[src/rtl/bnn_pkg.sv]
// Shared definitions for the BNN frame sequencer: FSM state type,
// parameter defaults and the datapath result codes.
package bnn_pkg;

    typedef enum logic [2:0] {
        ST_IDLE  = 3'd0,
        ST_CLEAR = 3'd1,
        ST_RUN   = 3'd2,
        ST_CMP   = 3'd3,
        ST_CAPT  = 3'd4,
        ST_OUT   = 3'd5
    } state_t;

    localparam int N_COLS_DEF = 36;
    localparam int IDX_W_DEF  = 6;
    localparam int TO_CYC_DEF = 1024;

    localparam logic [1:0] RES_SPEECH    = 2'b10;
    localparam logic [1:0] RES_NONSPEECH = 2'b01;

endpackage : bnn_pkg

[src/rtl/bnn_seq_ctrl_if.sv]
// Column stream, datapath strobes and result handshake of the BNN
// sequencer. master = controller side, slave = column source, datapath
// and result sink.
interface bnn_seq_ctrl_if
    import bnn_pkg::*;
#(
    parameter int IDX_W = IDX_W_DEF
) ();
    logic             col_valid;
    logic             col_ready;
    logic             dp_acc_clr;
    logic             dp_col_en;
    logic [IDX_W-1:0] dp_col_idx;
    logic             dp_cmp_en;
    logic [1:0]       dp_result;
    logic             res_valid;
    logic [1:0]       res_data;
    logic             res_ready;

    modport master (
        input  col_valid, dp_result, res_ready,
        output col_ready, dp_acc_clr, dp_col_en, dp_col_idx, dp_cmp_en,
               res_valid, res_data
    );

    modport slave (
        output col_valid, dp_result, res_ready,
        input  col_ready, dp_acc_clr, dp_col_en, dp_col_idx, dp_cmp_en,
               res_valid, res_data
    );
endinterface : bnn_seq_ctrl_if

[src/rtl/bnn_seq_ctrl.sv]
// BNN frame sequencer: clears the accumulators, streams N_COLS column
// beats into the datapath, triggers the compare, captures the class
// result and holds it until the consumer takes it.
// Optional feature macro: BNN_SEQ_TIMEOUT_EN adds a RUN stall watchdog
// with a sticky timeout_err output.
module bnn_seq_ctrl
    import bnn_pkg::*;
#(
    parameter int N_COLS = N_COLS_DEF,
    parameter int IDX_W  = IDX_W_DEF,
    parameter int TO_CYC = TO_CYC_DEF
) (
    input  logic           clk,
    input  logic           rst_n,
    input  logic           start,
    input  logic           abort,
    bnn_seq_ctrl_if.master bus,
    output logic           busy,
`ifdef BNN_SEQ_TIMEOUT_EN
    output logic           timeout_err,
`endif
    output logic [15:0]    frame_cnt
);

    // Elaboration-time sanity: the index must reach N_COLS-1, timeout >= 1.
    if ((N_COLS < 1) || (((N_COLS - 1) >> IDX_W) != 0)) begin : g_bad_idx
        $error("bnn_seq_ctrl: IDX_W too narrow for N_COLS");
    end
    if (TO_CYC < 1) begin : g_bad_to
        $error("bnn_seq_ctrl: TO_CYC must be at least 1");
    end

    localparam logic [IDX_W-1:0] IDX_LAST = IDX_W'(N_COLS - 1);

    state_t           state_reg;
    logic [IDX_W-1:0] idx_reg;
    logic [1:0]       res_data_reg;
    logic             res_valid_reg;
    logic [15:0]      frame_cnt_reg;

    logic beat;
    logic abort_hit;
    logic kill;

    // Strobes are decodes of the state register, so they are mutually
    // exclusive by construction and all low while reset holds IDLE.
    assign bus.col_ready  = (state_reg == ST_RUN);
    assign bus.dp_acc_clr = (state_reg == ST_CLEAR);
    assign bus.dp_cmp_en  = (state_reg == ST_CMP);
    assign beat           = bus.col_valid && bus.col_ready;
    assign bus.dp_col_en  = beat;
    assign bus.dp_col_idx = idx_reg;
    assign bus.res_valid  = res_valid_reg;
    assign bus.res_data   = res_data_reg;
    assign busy           = (state_reg != ST_IDLE);
    assign frame_cnt      = frame_cnt_reg;

    assign abort_hit = abort && (state_reg != ST_IDLE);

`ifdef BNN_SEQ_TIMEOUT_EN
    localparam int SW = $clog2(TO_CYC + 1);

    logic [SW-1:0] stall_cnt_reg;
    logic          timeout_err_reg;
    logic          to_hit;

    // The TO_CYC-th consecutive beatless RUN cycle trips the watchdog.
    assign to_hit      = (state_reg == ST_RUN) && !beat &&
                         (stall_cnt_reg == SW'(TO_CYC - 1));
    assign kill        = abort_hit || to_hit;
    assign timeout_err = timeout_err_reg;

    // Stall counter runs only across consecutive beatless RUN cycles; error is sticky.
    always_ff @(posedge clk or negedge rst_n) begin
        if (!rst_n) begin
            stall_cnt_reg   <= '0;
            timeout_err_reg <= 1'b0;
        end else begin
            if (to_hit) begin
                timeout_err_reg <= 1'b1;
            end
            if ((state_reg == ST_RUN) && !beat && !kill) begin
                stall_cnt_reg <= stall_cnt_reg + SW'(1);
            end else begin
                stall_cnt_reg <= '0;
            end
        end
    end
`else
    assign kill = abort_hit;
`endif

    // Frame sequencer: abort/timeout outranks every other transition.
    always_ff @(posedge clk or negedge rst_n) begin
        if (!rst_n) begin
            state_reg     <= ST_IDLE;
            idx_reg       <= '0;
            res_data_reg  <= 2'b00;
            res_valid_reg <= 1'b0;
            frame_cnt_reg <= 16'd0;
        end else if (kill) begin
            state_reg     <= ST_IDLE;
            idx_reg       <= '0;
            res_valid_reg <= 1'b0;
        end else begin
            case (state_reg)
                ST_IDLE: begin
                    if (start && !abort) begin
                        state_reg <= ST_CLEAR;
                    end
                end
                ST_CLEAR: begin
                    state_reg <= ST_RUN;
                end
                ST_RUN: begin
                    if (beat) begin
                        if (idx_reg == IDX_LAST) begin
                            idx_reg   <= '0;
                            state_reg <= ST_CMP;
                        end else begin
                            idx_reg <= idx_reg + IDX_W'(1);
                        end
                    end
                end
                ST_CMP: begin
                    state_reg <= ST_CAPT;
                end
                ST_CAPT: begin
                    res_data_reg  <= bus.dp_result;
                    res_valid_reg <= 1'b1;
                    state_reg     <= ST_OUT;
                end
                ST_OUT: begin
                    if (bus.res_ready) begin
                        frame_cnt_reg <= frame_cnt_reg + 16'd1;
                        res_valid_reg <= 1'b0;
                        state_reg     <= start ? ST_CLEAR : ST_IDLE;
                    end
                end
                default: begin
                    state_reg <= ST_IDLE;
                end
            endcase
        end
    end

endmodule : bnn_seq_ctrl

[src/flat_wrapper.sv]
// flat-port wrapper written by rule: the top's interface ports become plain ports
module bnn_seq_ctrl_flat import bnn_pkg::*;
#(
    parameter int N_COLS = N_COLS_DEF,
    parameter int IDX_W  = IDX_W_DEF,
    parameter int TO_CYC = TO_CYC_DEF
)
  (clk, rst_n, start, abort, busy, frame_cnt, bus_col_valid, bus_dp_result, bus_res_ready, bus_col_ready, bus_dp_acc_clr, bus_dp_col_en, bus_dp_col_idx, bus_dp_cmp_en, bus_res_valid, bus_res_data);
  bnn_seq_ctrl_if #(.IDX_W(IDX_W)) bus_i ();
  input  logic clk;
  input  logic rst_n;
  input  logic start;
  input  logic abort;
  output logic busy;
  output logic [15:0] frame_cnt;
  input wire logic [$bits(bus_i.col_valid)-1:0] bus_col_valid;
  input wire logic [$bits(bus_i.dp_result)-1:0] bus_dp_result;
  input wire logic [$bits(bus_i.res_ready)-1:0] bus_res_ready;
  output wire logic [$bits(bus_i.col_ready)-1:0] bus_col_ready;
  output wire logic [$bits(bus_i.dp_acc_clr)-1:0] bus_dp_acc_clr;
  output wire logic [$bits(bus_i.dp_col_en)-1:0] bus_dp_col_en;
  output wire logic [$bits(bus_i.dp_col_idx)-1:0] bus_dp_col_idx;
  output wire logic [$bits(bus_i.dp_cmp_en)-1:0] bus_dp_cmp_en;
  output wire logic [$bits(bus_i.res_valid)-1:0] bus_res_valid;
  output wire logic [$bits(bus_i.res_data)-1:0] bus_res_data;
  assign bus_i.col_valid = bus_col_valid;
  assign bus_i.dp_result = bus_dp_result;
  assign bus_i.res_ready = bus_res_ready;
  assign bus_col_ready = bus_i.col_ready;
  assign bus_dp_acc_clr = bus_i.dp_acc_clr;
  assign bus_dp_col_en = bus_i.dp_col_en;
  assign bus_dp_col_idx = bus_i.dp_col_idx;
  assign bus_dp_cmp_en = bus_i.dp_cmp_en;
  assign bus_res_valid = bus_i.res_valid;
  assign bus_res_data = bus_i.res_data;
  bnn_seq_ctrl #(.N_COLS(N_COLS), .IDX_W(IDX_W), .TO_CYC(TO_CYC)) u_core (.clk(clk), .rst_n(rst_n), .start(start), .abort(abort), .bus(bus_i), .busy(busy), .frame_cnt(frame_cnt));
endmodule
[config.mk]
export PLATFORM = sky130hd
export DESIGN_NAME = bnn_seq_ctrl_flat
export DESIGN_NICKNAME = d
export VERILOG_FILES = /design/src/rtl/bnn_pkg.sv /design/src/rtl/bnn_seq_ctrl_if.sv /design/src/rtl/bnn_seq_ctrl.sv /design/src/flat_wrapper.sv
export SDC_FILE = /design/constraint.sdc
export NUM_CORES = 1
export LEC_CHECK = 0
export CELL_PAD_IN_SITES_DETAIL_PLACEMENT = 0
export CELL_PAD_IN_SITES_GLOBAL_PLACEMENT = 1
export CORE_AREA = 10 10 74 76
export DETAILED_ROUTE_END_ITERATION = 10
export DIE_AREA = 0 0 84 86
export GPL_TIMING_DRIVEN = 0
export PLACE_DENSITY = 0.76
export SKIP_CTS_REPAIR_TIMING = 1
export SLEW_MARGIN = 40
export SYNTH_ARGS = -nofsm -noshare
export SYNTH_HDL_FRONTEND = slang
export SYNTH_SLANG_ARGS = --single-unit
[constraint.sdc]
create_clock -name clk -period 2.02 [get_ports clk]
set_clock_uncertainty 0.05 [all_clocks]
set_input_delay 0.404 -clock clk [delete_from_list [all_inputs] [get_ports clk]]
set_output_delay 0.404 -clock clk [all_outputs]
set_load 0.05 [all_outputs]
# After elaboration in Yosys (flattened, before gate mapping)
# Cells that the tools add are included.
# Widths: inputs -> output; s select.
# totals
register_bits,28
inputBits,8
out_inout_bits,30
wordCells,46
# classes
addsub,2
eq_ne,10
mux,14
bitwise,1
reduce_logical,14
# ops
op,count
$mux 6,4
$pmux 3 s6,1
$add 16x1->16 const B,1
$mux 3,5
$add 6x1->6 const B,1
$eq 3x2->1 const B,2
$eq 3x3->1 const B,2
$eq 6x6->1 const B,1
$ne 3x3->1 const B,2
$reduce_and 2->1,3
$reduce_bool 3->1,2
$reduce_and 4->1,1
$reduce_bool 2->1,2
$eq 3x1->1 const B,1
$logic_and 1x1->1,3
$logic_not 3->1,1
$mux 1,3
$ne 3x1->1 const B,1
$ne 3x2->1 const B,1
$reduce_and 3->1,1
$pmux 1 s2,1
$logic_not 1->1,1
$not 1->1,1

# Depth between registers and ports, before layout
# logic_depth
ltp_word,5
depth_mapped,6
mapped_depth_nobuf,5

# Least setup slack after synthesis
# OpenSTA, ideal clock, no wires.
# synth_timing
path_kind,flip-flop to output port
startpoint,reg u_core.state_reg[0]
endpoint,out bus_dp_acc_clr
t_arrival_ns,1.845
required_time_ns,1.566
slack_ns,-0.279
path_stages_with_launch,4
n_path_buf,1
path_cell_list,dfrtp_1 buf_1 inv_1 nor3_1
# synth_via
elab_chain_len,1
# synth_lines
element,line_no,rtl
start: declaration,bnn_seq_ctrl.sv:35,state_t state_reg;
start signal: assignment,bnn_seq_ctrl.sv:137,state_reg <= start ? ST_CLEAR : ST_IDLE;
$eq 3x1->1,bnn_seq_ctrl.sv:48,assign bus.dp_acc_clr = (state_reg == ST_CLEAR);
end: declaration,flat_wrapper.sv:20,output wire logic [$bits(bus_i.dp_acc_clr)-1:0] bus_dp_acc_clr;
# No other way between the ends.

# Worst setup path after layout
# layout_timing
startpoint,"reg u_core.frame_cnt_reg[8], in the netlist u_core.frame_cnt[8]"
endpoint,out frame_cnt[8]
# layout_lines
element,line_no,rtl
start: declaration,bnn_seq_ctrl.sv:39,logic [15:0] frame_cnt_reg;
start signal: assignment,bnn_seq_ctrl.sv:135,frame_cnt_reg <= frame_cnt_reg + 16'd1;
end: declaration,flat_wrapper.sv:15,output logic [15:0] frame_cnt;
# No word-level cell between the ends.

==> results by group <==
Critical path
  • Crit-path leading delay family: buffers and inverters
  • CP startpoint kind: flip-flop
  • Cell Chain, Critical Path: clkdlybuf4s50_1
  • Worst Path Buf+Inv: 1
  • Max FO, Critical Path: 3
  • Critical Path Max Stage Delay: 0.83 ns
  • CP Data Arrival Time: 1.52 ns
  • Reg-to-reg setup timing slack: 0.14 ns
  • Critical path class: flip-flop to output port
  • Slowest-stage cell, CP: clkdlybuf4s50_1
  • Critical Path RT: between 1.5 and 2 ns
  • Crit. End Element: output port

Logic synthesis
  • Syn. warnings: 0
  • Mapped Cells: 140
  • Yosys cell types: 35
  • Syn_nets: 150
  • Mean post-synth cell area: 10.0 µm²
  • Sequential area share after synthesis: 0.499
  • Mapped cell area: 1410 µm²
  • EDFF count, synth: 0
  • FFs w/ async S/R, synth: 1.00
  • Main synth FF type: dfrtp_1
  • Seq cells post-synth: 28

Cells and area
  • Final #Nets: 193
  • Max FFs per register: 16
  • Layout cells sized above 1: 0.127
  • # fillers: 384
  • Commonest cells after routing, fill and taps aside: dfrtp_1, clkdlybuf4s50_1, xnor2_1, dlymetal6s2s_1, nand3_1
  • Commonest non-fill, non-tap cell in the layout: dfrtp_1
  • ANT cells: 0
  • Synth-to-Final Area Change: 37.7%
  • Final instance area: between 1500 and 2000 µm²
  • Layout Cells excl Fill: 231

Placement
  • Placed inst area: 1840 µm²
  • PortBufs: 37
  • Dpl cells: 227
  • Detailed placer's ending HPWL: 2620 µm
  • Pre-CTS WS: -0.379 ns
  • Final Wtd Congestion: 0.767

Power and ir drop
  • Clock share of power: 0.204
  • Logic gate share of total power: 0.368
  • Sw power: 0.000600 W
  • Internal cell power: 0.000942 W
  • Switching Share: 0.389
  • Pwr/cell area: 797 nW/µm²
  • VDD IR max: 0.558 mV
  • Reg power frac: 0.428
  • Leakage Power: approximately 1.1 nW

Global route
  • Via count of the first global-routing pass: roughly 1200
  • Total congestion overflow: 0
  • GR Util All Layers: 0.0996
  • First-pass GRT wire length: roughly 6100 µm
  • Pin count of the biggest net entering global routing: 29
  • Initial antenna violation count: 0

Hold path
  • Min-Delay Path Class: input port to asynchronous set/reset pin

STA
  • RSZ-0062 raised after global routing: yes
  • Final setup violation count: 0
  • Pins Over Slew Limit: 0
  • Final Cycle Share: 0.979
  • Tmin final: 1.98 ns
  • Slew margin rel.: 0.583
  • Fmax: 506 MHz
  • Worst Max-Slew Pin Slew: 0.626 ns
  • Setup slack after layout: approximately 0.042 ns
  • Final hold viol count: 0
  • Setup TNS: 0 ns

Floorplan
  • Initial core utilization: 0.354
  • Core area: 3970 µm²
  • Die Y: 86 µm
  • Die ar.: 7220 µm²
  • Top-Level Pins: 38
  • Die width: 84 µm
  • Cell Rows: 23

CTS
  • Clock sinks: 28
  • CTS tree: built
  • Clock buffer depth: 2
  • H-tree levels: 1
  • Clock-pin slew on the worst setup and hold paths: roughly 0.10 ns
  • Num CTS Buffers: 3
  • Cell at the root of the clock tree: clkbuf_8
  • Clk Latency, worst-skew pair: 0.28 ns

Drt
  • Routed len/inst: 15.1 µm
  • Final WL: 3500 µm
  • Detailed Routing Iterations Pass 1: 4
  • Total number of vias: ~1200
  • Via/cell ratio: 5.00
  • DRC: 0
  • Routed Antenna Nets: 0
  • Drt initial violations: 51

Run
  • Max cap viols: 0

Status
  • Status: completed
-- stage by stage --
| step | util | total power, W | hold WS, ns |
|---|---|---|---|
| 6_report | 0.487 | 0.00154 | 0.0751 |
| 5_1_grt | 0.487 | 0.00163 | 0.125 |
| 4_1_cts | 0.473 | 0.00156 | 0.116 |
| 3_5_place_dp | 0.463 | 0.00124 | 0.419 |
| 3_3_place_gp | 0.464 | 0.00123 | 0.409 |
| 2_1_floorplan | - | 0.00104 | 0.0584 |
-- cells by family after synthesis --
group | share of synthesized area
buf+inv | 0.0249
compound gates | 0.0917
fa+ha+maj | 0.0178
xor+xnor | 0.106
flops | 0.499
mux | 0.0240
simple gates | 0.237
-- final timing paths --
kind | startpoint | endpoint | cells after the start
max | u_core.frame_cnt[8] | frame_cnt[8] | 1
min | rst_n | u_core.bus.dp_col_idx[0] | 1
max reg2reg | u_core.state_reg[1] | u_core.frame_cnt[8] | 5
min reg2reg | u_core.frame_cnt[15] | u_core.frame_cnt[15] | 1
max in group asynchronous | rst_n | u_core.state_reg[1] | 1
min in group clk | u_core.frame_cnt[15] | u_core.frame_cnt[15] | 1
-- layout make-up --
type	count	area, µm²	share of cell area
Sequential cell	28	702	0.363
Tap cell	50	62.6	0.0323
Timing Repair Buffer	38	398	0.206
Clock buffer	3	41.3	0.0213
Inverter	4	15.0	0.00776
Multi-Input combinational cell	103	687	0.355
Buffer	5	28.8	0.0149
-- synth_stat cells, types with 3 or more instances --
library cell / count / area [µm²]
dfrtp_1: 28 / 701
xnor2_1: 14 / 123
nand3_1: 12 / 60.1
nand2_1: 11 / 41.3
nor2_1: 9 / 33.8
o21ai_0: 7 / 35.0
and3_1: 4 / 25.0
inv_1: 4 / 15.0
nand4_1: 4 / 25.0
nor3_1: 4 / 20.0
a21oi_1: 3 / 15.0
and2_1: 3 / 18.8
clkbuf_1: 3 / 11.3
mux2_2: 3 / 33.8
nor2b_1: 3 / 18.8
nor3b_1: 3 / 22.5
xor2_1: 3 / 26.3
-- power groups by stage --
stage          logic [W]  registers [W]  clock network (W)
3_5_place_dp    0.000572       0.000672                  0
2_1_floorplan   0.000212       0.000827                  0
3_3_place_gp    0.000564       0.000668                  0
4_1_cts         0.000573       0.000661           0.000321
6_report        0.000568       0.000660           0.000315
5_1_grt         0.000613       0.000674           0.000346
-- metal layers --
metal	part of all wire	GRT usage	vias to the layer above	wire (µm)
met2	0.48	0.166	29	1670
met1	0.43	0.116	558	1500
li1	-	-	567	-
met5	0	0	-	0
met3	0.084	0.0416	2	294
met4	0.0077	0.0228	0	27
Note: power is estimated with default switching activity, not from simulation.
==> variant 1 (same settings) <==
Change the package constant `IDX_W_DEF` from 6 to 8.
--- a/src/rtl/bnn_pkg.sv
+++ b/src/rtl/bnn_pkg.sv
@@ -12,7 +12,7 @@
     } state_t;
 
     localparam int N_COLS_DEF = 36;
-    localparam int IDX_W_DEF  = 6;
+    localparam int IDX_W_DEF  = 8;
     localparam int TO_CYC_DEF = 1024;
 
     localparam logic [1:0] RES_SPEECH    = 2'b10;
Ports: changed (resized bus_dp_col_idx); port bits go from 38 to 40. The function was not compared with the original's and may differ.
==> variant 1 against the original RTL <==
- sequential cell count up 2
- sequential power grew 3.0%
- synthesized cell count rose by 1.4%
- power rose by 9.2%
- area after synthesis increased by 7.3%
- wire length up 2.5%
- design area rose by 7.1%
- die area unchanged
- worst hold slack gained 34 ps
- clock power rose by 77%
- sequential share of layout area hardly changed
- count of clock-buffer cells in the layout is 5 higher
- worst setup slack worse by 5.1 ps
- combinational power fell by 21%
- largest cell class unchanged
==> variant 1: results <==
export IMPL_status="completed"
export IMPL_port_buffers=38
export IMPL_hp_class="input pin to async pin"
export IMPL_grt_pass1_vias=1295
export IMPL_cts_buffer_depth=2
export IMPL_vdd_ir_drop_max_mv=0.417
export IMPL_nets=196
export IMPL_dr_pass1_iters=4
export IMPL_gp_congestion=0.791
export IMPL_slew_headroom_pct=55.6
export IMPL_dp_cells=230
export IMPL_stdcell_count=237
export IMPL_cts_root_buf="clkbuf_8"
export IMPL_dp_hpwl_mm=2.77
export IMPL_synthArstFlopShare_pct=100
export IMPL_cpLargestDelayFamily="simple AND/OR/NAND/NOR gates"
export IMPL_insertion_delay_ps=280
export IMPL_leakagePower_nw=1.13
export IMPL_slowest_delay_ps=390
export IMPL_largest_reg_flops=16
export IMPL_syn_inst=142
export IMPL_via_per_inst=5.19
export IMPL_avgRoutedWirePerCell_um=15.1
export IMPL_r2r_slack_ps=130
export IMPL_critPathSlowestCell="or3_1"
export IMPL_grt_max_degree=31
export IMPL_coreArea_um2=3970
export IMPL_synth_top_cell_by_area="dfrtp_1"
export IMPL_num_antenna_cells=0
export IMPL_numCtsBuffers=5
export IMPL_yosys_warnings=0
export IMPL_drt_iter0_drc=67
export IMPL_ys_seq_area_share_pct=49.8
export IMPL_grt_use_total_pct=10.5
export IMPL_drive_gt1_share_pct=12.8
export IMPL_crit_fanout=10
export IMPL_criticalPathCategory="register to output port"
export IMPL_yosys_top_cells_count="dfrtp_1, nand2_1, xnor2_1"
export IMPL_clk_pin_slew_ps=60
export IMPL_r2r_cells=5
export IMPL_worstPathArrival_ps=1530
export IMPL_syn_nets=152
export IMPL_rr_endpoint="u_core.bus.dp_col_idx[5]"
export IMPL_grt_first_pass_wirelength_mm=6.27
export IMPL_synth_top_cells_by_area="dfrtp_1, xnor2_1, nand2_1"
export IMPL_htreeDepth=2
export IMPL_synth_cell_types=40
export IMPL_crit_path_start="u_core.state_reg[1]"
export IMPL_antenna_found_initial=0
-- variant 1: cell count changes in the layout (fill, tap and decap cells not counted), sizes merged, moves of 3 or more --
cell   before  now
buf         3    8
nand3      12    7
a31oi       0    4
a21oi       3    6
nor2        9    6
-- variant 1: through the flow --
stage                     utilization (%)  setup TNS [ps]  hold slack, ps  setup slack, ps  instance area (µm²)
final                                52.1               0             109             37.3                 2070
after global routing                 52.1           -79.1             180            -79.1                 2070
after CTS                            51.8           -2710             131             -585                 2060
after detailed placement             49.0           -1390             434             -310                 1950
after global placement               49.1           -2630             412             -300                 1950
after floorplan                         -               0            58.4             32.6                 1510
-- variant 1: area by class of cell --
cell class / count / area, µm²
Multi-Input combinational cell: 101 / 702
Timing Repair Buffer: 38 / 394
Fill cell: 356 / 1900
Inverter: 5 / 18.8
Clock buffer: 8 / 110
Buffer: 5 / 32.5
Tap cell: 50 / 62.6
Sequential cell: 30 / 751
-- variant 1: kinds of logic after synthesis --
family | synth area share, %
simple gates | 20.9
flops | 49.8
compound gates | 11.9
xor+xnor | 9.88
buf+inv | 3.65
mux | 2.24
fa+ha+maj | 1.66
-- variant 1: worst max-delay path by stage --
stage / to / depth (start not counted)
finish: bus_dp_col_en / 5
CTS: bus_dp_col_en / 5
global placement: bus_dp_col_en / 4
global route: bus_dp_col_en / 5
detailed placement: bus_dp_col_en / 4
floorplan: bus_dp_col_en / 4
-- variant 1: power by group --
group          switching (mW)  total (mW)  internal, mW
Sequential             0.0359       0.680         0.644
Clock                   0.214       0.558         0.344
Combinational           0.295       0.446         0.151
Total                   0.545        1.68          1.14
-- variant 1: layer usage --
metal	global-route usage, %	vias to the layer above	part of all wire [%]
met5	0	-	0
met4	3.65	0	1.3
met3	4.64	6	6.1
met2	17.5	36	49
met1	11.7	589	43
li1	-	599	-
-- variant 1: worst reg2reg max path, delay by kind of cell, from the launching register on --
| family | cells | cell delay [ps] |
|---|---|---|
| compound gates | 3 | 780 |
| buf+inv | 1 | 160 |
| flops | 1 | 320 |
| simple gates | 1 | 500 |
==> variant 2 (same flow settings) <==
Made on the original files. Encoding of `state_t`: now one-hot (6 bits for 6 states).
--- a/src/rtl/bnn_pkg.sv
+++ b/src/rtl/bnn_pkg.sv
@@ -2,13 +2,13 @@
 // parameter defaults and the datapath result codes.
 package bnn_pkg;
 
-    typedef enum logic [2:0] {
-        ST_IDLE  = 3'd0,
-        ST_CLEAR = 3'd1,
-        ST_RUN   = 3'd2,
-        ST_CMP   = 3'd3,
-        ST_CAPT  = 3'd4,
-        ST_OUT   = 3'd5
+    typedef enum logic [5:0] {
+        ST_IDLE  = 6'b000001,
+        ST_CLEAR = 6'b000010,
+        ST_RUN   = 6'b000100,
+        ST_CMP   = 6'b001000,
+        ST_CAPT  = 6'b010000,
+        ST_OUT   = 6'b100000
     } state_t;
 
     localparam int N_COLS_DEF = 36;
Formal check against the unedited RTL: same outputs for any inputs over 10 cycles, from zero or initial values and one cycle with rst_n low; not proved beyond that.
==> variant 2 against the original RTL <==
- the run now ends with negative hold slack, negative setup slack left
- utilization is 8.3 points higher
- area after synthesis rose by 12%
- count of clock-buffer cells in the layout is 4 higher
- wire length increased by 11%
- design area grew 17%
- die area is the same
- worst setup slack got worse by 300 ps
- sequential cell count rose by 3
Power is not compared: it rests on default switching activity, and its combinational part moved more than twofold at a synthesized area within 25%.
==> variant 2: results <==
export IMPL_synth_cell_types=38
export IMPL_fin_util_pct=57.0
export IMPL_numCtsBuffers=5
export IMPL_status="complete, but fails checks"
export IMPL_cpLargestDelayFamily="simple AND/OR/NAND/NOR gates"
export IMPL_crit_fanout=6
export IMPL_num_antenna_cells=0
export IMPL_dr_pass1_iters=4
export IMPL_fin_hold_ws_ps=-8.39
export IMPL_drt_total_wl_mm=3.87
export IMPL_largest_reg_flops=16
export IMPL_cts_buffer_depth=2
export IMPL_grt_use_total_pct=10.6
export IMPL_place_area_um2=2050
export IMPL_grt_max_degree=18
export IMPL_tightest_slew_ps=538
export IMPL_rr_startpoint="u_core.state_reg[1]"
export IMPL_dp_hpwl_mm=3.00
export IMPL_htreeDepth=2
export IMPL_gp_congestion=0.779
export IMPL_rr_endpoint="u_core.frame_cnt[14]"
export IMPL_slowest_delay_ps=560
export IMPL_cts_root_buf="clkbuf_8"
export IMPL_vdd_ir_drop_max_mv=0.428
export IMPL_r2r_cells=4
export IMPL_nets=210
export IMPL_violations="negative hold slack, negative setup slack"
export IMPL_drive_gt1_share_pct=21.4
export IMPL_finalWorstSetupSlack_ps=-259
export IMPL_critPathSlowestCell="or4_4"
export IMPL_clk_pin_slew_ps=60
export IMPL_finalHoldViolCount=13
export IMPL_yosys_warnings=0
export IMPL_setup_violations=7
export IMPL_antenna_found_initial=0
export IMPL_r2r_slack_ps=-60
export IMPL_drt_iter0_drc=89
export IMPL_grt_first_pass_wirelength_mm=6.38
export IMPL_leakagePower_nw=1.21
export IMPL_port_buffers=37
export IMPL_syn_nets=158
export IMPL_worstPathArrival_ps=1830
export IMPL_ys_seq_area_share_pct=49.5
export IMPL_pre_cts_ws_ps=-660
export IMPL_hp_class="input pin to async pin"
export IMPL_startpoint_type="register"
export IMPL_synth_edf_count=0
export IMPL_yosys_top_cells_count="dfrtp_1, nand2_1, nand3_1"
export IMPL_synth_top_cells_by_area="dfrtp_1, xnor2_1, xor2_1"
export IMPL_fill_cells=343
export IMPL_vias=1345
variant 2: through the flow:
step	instances	TNS, ps
finish	251	-671
global route	251	-2020
CTS	244	-4390
detailed placement	236	-2800
global placement	235	-5880
floorplan	148	-36.1
variant 2: cell type report:
cell class	count	area, µm²	share of cell area [%]
plain buffers	1	11.3	0.498
clock buffers	7	76.3	3.37
repair buffers	46	507	22.4
inverters	2	11.3	0.498
multi-input cells	113	812	35.9
clock inverters	1	5.00	0.221
flip-flops and latches	31	778	34.4
well taps	50	62.6	2.76
variant 2: worst max-delay path by stage:
stage / start / to / slack [ps] / cells after the start
global placement: u_core.state_reg[5] / bus_dp_col_en / -680 / 5
detailed placement: u_core.state_reg[5] / bus_dp_col_en / -660 / 5
global route: u_core.state_reg[2] / busy / -300 / 3
CTS: u_core.state_reg[5] / bus_dp_col_en / -970 / 5
finish: u_core.state_reg[2] / busy / -260 / 3
floorplan: u_core.state_reg[5] / u_core.bus.dp_col_idx[5] / -20 / 6
variant 2: cell families after synthesis:
group	count (synthesis)	synth area share (%)
buf+inv	4	1.91
simple gates	74	28.6
fa+ha+maj	2	1.59
xor+xnor	16	8.92
flops	31	49.5
compound gates	19	8.05
mux	2	1.43
variant 2: per-layer routing:
metal  wire length, µm  part of all wire (%)  up-vias  track usage [%]
met4                44                   1.1        0             4.11
met3               209                   5.4        6             3.50
met5                 0                     0        -                0
met1              1780                    46      655             12.6
met2              1830                    47       31             17.1
li1                  -                     -      653                -
variant 2: power by group:
| part | leakage (nW) | switching, mW | internal, mW |
|---|---|---|---|
| combinational | 0.738 | 0.0652 | 0.0547 |
| sequential | 0.425 | 0.00974 | 0.628 |
| clock | 0.0422 | 0.210 | 0.241 |
